`src/rtl/cpu_pkg.sv`:
```
// Shared CPU types: fetch FSM states, IF/ID bundle and
// the bit positions of the fields the control unit decodes.
package cpu_pkg;

  typedef enum logic [1:0] {
    ISSUE = 2'd0,
    WAIT  = 2'd1,
    HOLD  = 2'd2
  } fetch_state_t;

  localparam int XLEN = 32;

  typedef struct packed {
    logic            valid;
    logic [XLEN-1:0] instr;
    logic [XLEN-1:0] pc;
  } if_id_t;

  // Field positions, counted down from the instruction MSB.
  localparam int OP_MSB   = 0;
  localparam int INST_MSB = 2;
  localparam int IMM_BIT  = 4;

endpackage

```
`src/rtl/if_id_reg.sv`:
```
// IF/ID pipeline register: load, redirect flush and bubble insertion.
// Ports: load/flush/stall controls, instr/pc in, valid/instr/pc out.
module if_id_reg #(
  parameter int ADDR_W  = 32,
  parameter int INSTR_W = 32
) (
  input  logic               clk,
  input  logic               rst,
  input  logic               load_i,
  input  logic               flush_i,
  input  logic               stall_i,
  input  logic [INSTR_W-1:0] instr_i,
  input  logic [ADDR_W-1:0]  pc_i,
  output logic               valid_o,
  output logic [INSTR_W-1:0] instr_o,
  output logic [ADDR_W-1:0]  pc_o
);

  logic               valid_q, valid_d;
  logic [INSTR_W-1:0] instr_q, instr_d;
  logic [ADDR_W-1:0]  pc_q, pc_d;

  always_comb begin
    valid_d = valid_q;
    instr_d = instr_q;
    pc_d    = pc_q;
    if (flush_i) begin
      valid_d = 1'b0;
    end else if (load_i) begin
      valid_d = 1'b1;
      instr_d = instr_i;
      pc_d    = pc_i;
    end else if (valid_q && !stall_i) begin
      // consumed downstream with no refill: bubble
      valid_d = 1'b0;
    end
  end

  always_ff @(posedge clk) begin
    if (rst) begin
      valid_q <= 1'b0;
      instr_q <= '0;
      pc_q    <= '0;
    end else begin
      valid_q <= valid_d;
      instr_q <= instr_d;
      pc_q    <= pc_d;
    end
  end

  assign valid_o = valid_q;
  assign instr_o = instr_q;
  assign pc_o    = pc_q;

endmodule

```
`src/rtl/fetch_stage.sv`:
```
// Instruction fetch: PC, single-outstanding imem requests, IF/ID.
// Ports: imem req/addr/rvalid/rdata, stall, redirect, IF/ID fields.
module fetch_stage
  import cpu_pkg::*;
#(
  parameter int                 ADDR_W   = 32,
  parameter int                 INSTR_W  = 32,
  parameter logic [ADDR_W-1:0]  RESET_PC = '0,
  parameter int                 PC_INC   = 4
) (
  input  logic               clk,
  input  logic               rst,
  output logic               imem_req,
  output logic [ADDR_W-1:0]  imem_addr,
  input  logic               imem_rvalid,
  input  logic [INSTR_W-1:0] imem_rdata,
  input  logic               stall_i,
  input  logic               redirect_i,
  input  logic [ADDR_W-1:0]  redirect_pc_i,
  output logic               id_valid_o,
  output logic [INSTR_W-1:0] id_instr_o,
  output logic [ADDR_W-1:0]  id_pc_o,
  output logic [1:0]         id_op_o,
  output logic [1:0]         id_inst_o,
  output logic               id_imm_o
);

  localparam logic [ADDR_W-1:0] INC = ADDR_W'(PC_INC);

  fetch_state_t       state_q, state_d;
  logic [ADDR_W-1:0]  pc_q, pc_d;
  logic [ADDR_W-1:0]  hpc_q, hpc_d;
  logic [INSTR_W-1:0] hins_q, hins_d;
  logic               disc_q, disc_d;
  logic               ld, can_ld;
  logic [INSTR_W-1:0] ld_instr;
  logic [ADDR_W-1:0]  ld_pc;

  // a bubble is always overwritable
  assign can_ld    = !id_valid_o || !stall_i;
  assign imem_req  = (state_q == ISSUE) && !rst;
  assign imem_addr = imem_req ? pc_q : '0;

  always_comb begin
    state_d  = state_q;
    pc_d     = pc_q;
    disc_d   = disc_q;
    hins_d   = hins_q;
    hpc_d    = hpc_q;
    ld       = 1'b0;
    ld_instr = imem_rdata;
    ld_pc    = pc_q;
    if (redirect_i) begin
      pc_d = redirect_pc_i;
      unique case (state_q)
        ISSUE: begin
          disc_d  = 1'b1;
          state_d = WAIT;
        end
        WAIT: begin
          if (imem_rvalid) begin
            disc_d  = 1'b0;
            state_d = ISSUE;
          end else begin
            disc_d  = 1'b1;
          end
        end
        HOLD:    state_d = ISSUE;
        default: state_d = ISSUE;
      endcase
    end else begin
      unique case (state_q)
        ISSUE: state_d = WAIT;
        WAIT: begin
          if (imem_rvalid) begin
            state_d = ISSUE;
            if (disc_q) begin
              disc_d = 1'b0;
            end else if (can_ld) begin
              ld   = 1'b1;
              pc_d = pc_q + INC;
            end else begin
              hins_d  = imem_rdata;
              hpc_d   = pc_q;
              state_d = HOLD;
            end
          end
        end
        HOLD: begin
          if (!stall_i) begin
            ld       = 1'b1;
            ld_instr = hins_q;
            ld_pc    = hpc_q;
            pc_d     = pc_q + INC;
            state_d  = ISSUE;
          end
        end
        default: state_d = ISSUE;
      endcase
    end
  end

  always_ff @(posedge clk) begin
    if (rst) begin
      state_q <= ISSUE;
      pc_q    <= RESET_PC;
      disc_q  <= 1'b0;
      hins_q  <= '0;
      hpc_q   <= '0;
    end else begin
      state_q <= state_d;
      pc_q    <= pc_d;
      disc_q  <= disc_d;
      hins_q  <= hins_d;
      hpc_q   <= hpc_d;
    end
  end

  if_id_reg #(
    .ADDR_W (ADDR_W),
    .INSTR_W(INSTR_W)
  ) u_if_id (
    .clk    (clk),
    .rst    (rst),
    .load_i (ld),
    .flush_i(redirect_i),
    .stall_i(stall_i),
    .instr_i(ld_instr),
    .pc_i   (ld_pc),
    .valid_o(id_valid_o),
    .instr_o(id_instr_o),
    .pc_o   (id_pc_o)
  );

  assign id_op_o   = id_instr_o[INSTR_W-1-OP_MSB -: 2];
  assign id_inst_o = id_instr_o[INSTR_W-1-INST_MSB -: 2];
  assign id_imm_o  = id_instr_o[INSTR_W-1-IMM_BIT];

endmodule

```
`config.mk`:
```
export PLATFORM = sky130hd
export DESIGN_NAME = fetch_stage
export DESIGN_NICKNAME = d
export VERILOG_FILES = /design/src/rtl/cpu_pkg.sv /design/src/rtl/if_id_reg.sv /design/src/rtl/fetch_stage.sv
export SDC_FILE = /design/constraint.sdc
export NUM_CORES = 1
export LEC_CHECK = 0
export BUFFER_PORTS_ARGS = -buffer_cell sky130_fd_sc_hd__buf_4
export CORE_UTILIZATION = 58
export CTS_CLUSTER_SIZE = 20
export DETAILED_ROUTE_END_ITERATION = 7
export PLACE_DENSITY = 0.85
export SLEW_MARGIN = 20
export SYNTH_ARGS = -nofsm -noshare
export SYNTH_HDL_FRONTEND = slang
export SYNTH_SLANG_ARGS = --single-unit
```
`constraint.sdc`:
```
create_clock -name clk -period 6.7 [get_ports clk]
set_clock_uncertainty 0.05 [all_clocks]
set_input_delay 1.005 -clock clk [delete_from_list [all_inputs] [get_ports clk]]
set_output_delay 1.005 -clock clk [all_outputs]
set_load 0.1 [all_outputs]
```
# Word-level counts from Yosys, hierarchy flattened
# Index checks and enable logic that the tools add are counted.
dict set report classes {
  add_sub_neg 1
  eq_ne 7
  muxes 32
  n_bitwise 3
  reduce_logical 18
}
# cell count
set ops {}
lappend ops {{$mux W32} 10}
lappend ops {{$pmux W32 S2} 1}
lappend ops {{$add A32 B3 Y32 const B} 1}
lappend ops {{$mux W2} 6}
lappend ops {{$ne A3 B3 Y1 const B} 4}
lappend ops {{$mux W1} 11}
lappend ops {{$reduce_and A5 Y1} 2}
lappend ops {{$reduce_bool A2 Y1} 4}
lappend ops {{$pmux W2 S3} 1}
lappend ops {{$pmux W1 S2} 2}
lappend ops {{$pmux W2 S2} 1}
lappend ops {{$reduce_and A2 Y1} 2}
lappend ops {{$logic_not A1 Y1} 3}
lappend ops {{$not A1 Y1} 3}
lappend ops {{$reduce_and A3 Y1} 1}
lappend ops {{$reduce_bool A3 Y1} 1}
lappend ops {{$eq A2 B1 Y1 const B} 1}
lappend ops {{$eq A2 B2 Y1 const B} 1}
lappend ops {{$logic_and A1 B1 Y1} 2}
lappend ops {{$logic_not A2 Y1} 1}
lappend ops {{$ne A2 B2 Y1 const B} 1}
lappend ops {{$reduce_or A2 Y1} 1}
lappend ops {{$logic_or A1 B1 Y1} 1}
dict set report totals {
  register_bits 164
  elab_cells 69
}

# Logic depth before layout (Yosys ltp)
dict set report depth {
  depth_word 8
  ltp_mapped 10
}

# Modules after synthesis
# A second synthesis with hierarchy kept.
dict set report hier_totals {
  cells_unflattened 944
  hier_area_um2 8559.5
}
# module n_inst cells_per_inst area_each_um2 seq_area_each_um2
set modules_own_cells {}
lappend modules_own_cells {fetch_stage 1 649 5268.8 1981.9}
lappend modules_own_cells {if_id_reg 1 295 3290.7 1301.2}

# Least setup slack after synthesis
# Ideal clock, no wire load.
dict set report synth_path {
  path_kind {input -> output}
  start {input port rst}
  end {output port imem_addr[22]}
  t_arrival_ns 3.086
  required_time_ns 5.645
  setup_slack_ns 2.559
  stages 3
  path_cell_list {nor2b_1 > clkbuf_1 > and2_1}
}
dict set report synth_between {
  elab_chain_cells 3
}
# element line_no
set synth_lines {}
lappend synth_lines {{start: declaration} fetch_stage.sv:12} ;# input logic rst,
lappend synth_lines {{$logic_not A1 Y1} fetch_stage.sv:41} ;# assign imem_req = (state_q == ISSUE) && !rst;
lappend synth_lines {{$logic_and A1 B1 Y1} fetch_stage.sv:41}
lappend synth_lines {{via imem_req} fetch_stage.sv:13} ;# output logic imem_req,
lappend synth_lines {{$mux W32} fetch_stage.sv:42} ;# assign imem_addr = imem_req ? pc_q : '0;
lappend synth_lines {{end: declaration} fetch_stage.sv:14} ;# output logic [ADDR_W-1:0] imem_addr,
# The timed path passes the listed nets, and every way through them passes these cells.

# Worst setup path after layout
dict set report layout_path {
  start {input port rst}
  end {output port imem_addr[29]}
}
dict set report layout_between {
  elab_chain_cells 3
}
# element line_no
set layout_lines {}
lappend layout_lines {{$logic_not A1 Y1} fetch_stage.sv:41}
lappend layout_lines {{$logic_and A1 B1 Y1} fetch_stage.sv:41}
lappend layout_lines {{$mux W32} fetch_stage.sv:42}
# Every way passes these cells.

==> impl_metrics.csv <==
group,metric,value,unit
synth,syn_area_per_cell,7.66,um^2
finish,finalNetCount,1142,
synth,synth_ff_type,"dfxtp_1",
setup_path,required,5640,ps
floorplan,initial_utilization,60.3,%
floorplan,std_cell_rows,40,
cts,path_clk_slew,60,ps
grt,grt_pass1_wl,30.3,mm
setup_path,critPathMaxFanout,76,
detailed_routing,vias,6963,
sta,max_freq,278,MHz
pwr,pwr-share-comb,13.5,%
pwr,clock_power_share,41.0,%
synth,syn_inst,958,
setup_path,critPathArrivalTime,2540,ps
synth,synth_commonest_cells,"nand2_1 (267), dfxtp_1 (164), a21oi_1 (93)",
placement,dp_hpwl,11.5,mm
detailed_routing,drtPass1Iterations,5,
detailed_routing,viasPerCell,5.57,
detailed_routing,finalWirelength,18.7,mm
sta,setup_viol,0,
placement,place.gp.congestion,0.799,
detailed_routing,drtIter0Drc,619,
sta,tightest_slew,917,ps
grt,overflow,0,
pwr,power.internal,1.62,mW
placement,place_ws,2750,ps
finish,syn_to_final_growth,24.6,%
sta,max_slew_margin,38.6,%
cts,htreeDepth,4,
floorplan,die_y,114,um
setup_path,criticalPathCategory,"in2out",
cts,holdBufCountCts,0,
synth,yosysMostFrequentCell,"nand2_1",
finish,drive_above_1_share,20.4,%
synth,synth_seq_cells,164,
floorplan,core_area,12200,um^2
cts,cts_resized,0,
outcome,outcome,"finished, final reports clean",
grt,first_global_vias,6172,
synth,synth_top_area_share,44.7,%
cts,root_buffer,"clkbuf_16",
hold_path,min_path_type,"reg2reg",
finish,num_antenna_cells,0,
pwr,seq_power_share,45.5,%
setup_path,start_kind,"input port",
grt,antenna_found_initial,0,
pwr,p_leak,3.60,nW
setup_path,cp-end-kind,"output pin",
synth,ys_top_cells_by_area,"dfxtp_1 (45%), nand2_1 (14%), a311oi_1 (7.4%)",
detailed_routing,drc,0,
sta,period_share,53.6,%
grt,grt_max_degree,117,
synth,ys_seq_area_share,44.7,%
pwr,p_sw_share,28.8,%
floorplan,pin_count,172,
pwr,powerDensity,248,nW/um^2
pwr,p_switching,0.654,mW
cts,postCtsSetupRepairBufs,0,
synth,ys_warn_count,0,
floorplan,die_area,13100,um^2
sta,rsz0062_at_grt,"no",
grt,grt_use_total,28.8,%
job,maxCapViolations,0,
sta,tns,0,ps
detailed_routing,ant_nets,0,
sta,slew_viol_final,0,
synth,synth_largest_area_cell,"dfxtp_1",
placement,port_buffers,171,
sta,hold_viol_final,0,
synth,async_flop_share,0,%
synth,synth_area,7340,um^2
cts,cts_made_buffers,17,
synth,syn-num-nets,1032,
cts,cts_max_path_buffers,2,
cts,clkLatencyLatePin,420,ps
sta,worst_slack,3110,ps
synth,synth_edf_count,0,
synth,yosysUniqueCellTypes,40,
cts,cts_tree,"done",
sta,period_needed,3590,ps
detailed_routing,wl_per_cell,15.0,um
cts,cts_num_sinks,164,
pwr,irDropWorstVdd,0.174,mV
floorplan,die_w,114,um
[metrics by stage]
step	util, %	cell area [um^2]	cells	hold WS [ps]	power (mW)
3_3_place_gp	70.4	8560	1216	391	1.35
2_1_floorplan	-	7340	958	387	1.27
4_1_cts	75.1	9130	1248	406	2.27
3_5_place_dp	70.4	8560	1216	397	1.36
5_1_grt	75.2	9150	1249	424	2.33
6_report	75.2	9150	1249	405	2.27
[layout by cell type (no fill, tap or decap), types with 3 or more instances in the layout]
cell type	Yosys	routed
nand2_1	267	266
nor4_1	10	10
buf_4	5	176
o21a_1	24	24
nand4_1	13	13
xor2_1	19	19
o21ai_0	4	4
clkinv_4	0	4
nor3_1	12	12
and4_1	4	4
and3_1	3	3
nor2b_1	6	4
dfxtp_1	164	164
clkinvlp_4	0	4
mux2i_1	8	8
and2_1	34	33
a311oi_1	62	62
xnor2_1	6	6
inv_6	0	3
a21oi_1	93	93
nor2_1	78	78
inv_1	30	30
ha_1	5	5
clkbuf_16	0	17
nand3_1	9	9
[power groups by stage]
stage	registers, mW	logic, mW	clock network [mW]
finish	1.03	0.307	0.931
global route	1.03	0.325	0.975
CTS	1.03	0.305	0.938
detailed placement	1.05	0.303	0
global placement	1.05	0.300	0
floorplan	1.10	0.169	0
[path summary, 6_finish.rpt]
path,startpoint,endpoint,slack (ps),depth (start not counted)
setup / recovery,rst,imem_addr[29],3110,4
hold / removal,hins_q[4]$_SDFFE_PP0P_,hins_q[4]$_SDFFE_PP0P_,400,2
setup reg to reg,state_q[0]$_SDFFE_PP0P_,pc_q[31]$_SDFFE_PP0P_,3660,8
hold reg to reg,hins_q[4]$_SDFFE_PP0P_,hins_q[4]$_SDFFE_PP0P_,400,2
[sequential cells by signal, summed over array words and instances, names as in the netlist]
name and count:
hins_q 32, hpc_q 32, pc_q 32, u_if_id.instr_o 32, u_if_id.pc_o 32, state_q 2
disc_q 1, u_if_id.valid_o 1
[routing by layer]
layer / track usage (%) / vias to the layer above / part of all wire [%]
met5: 0 / - / 0
met4: 9.61 / 0 / 1.7
met3: 4.87 / 33 / 6.6
met2: 46.7 / 264 / 47
met1: 38.9 / 3231 / 44
li1: - / 3435 / -
[kinds of logic after synthesis]
family / Yosys count / share of synthesized area [%]
flops: 164 / 44.7
fa+ha+maj: 5 / 0.852
compound gates: 193 / 17.6
mux: 9 / 1.24
buf+inv: 117 / 6.41
simple gates: 445 / 26.2
xor+xnor: 25 / 2.98
[critical path: stages]
cell and delay, ps:
buf_4 320, nor2b_4 650, and2_1 240, buf_4 290
[cell type report]
| cell class | count | area [um^2] |
|---|---|---|
| clock buffers | 19 | 443 |
| inverters | 30 | 113 |
| repair buffers | 178 | 1350 |
| clock inverters | 13 | 126 |
| flip-flops and latches | 164 | 3280 |
| multi-input cells | 677 | 3620 |
| fillers | 973 | 3020 |
| well taps | 168 | 210 |
No activity file was read; power rests on OpenSTA's default activity.
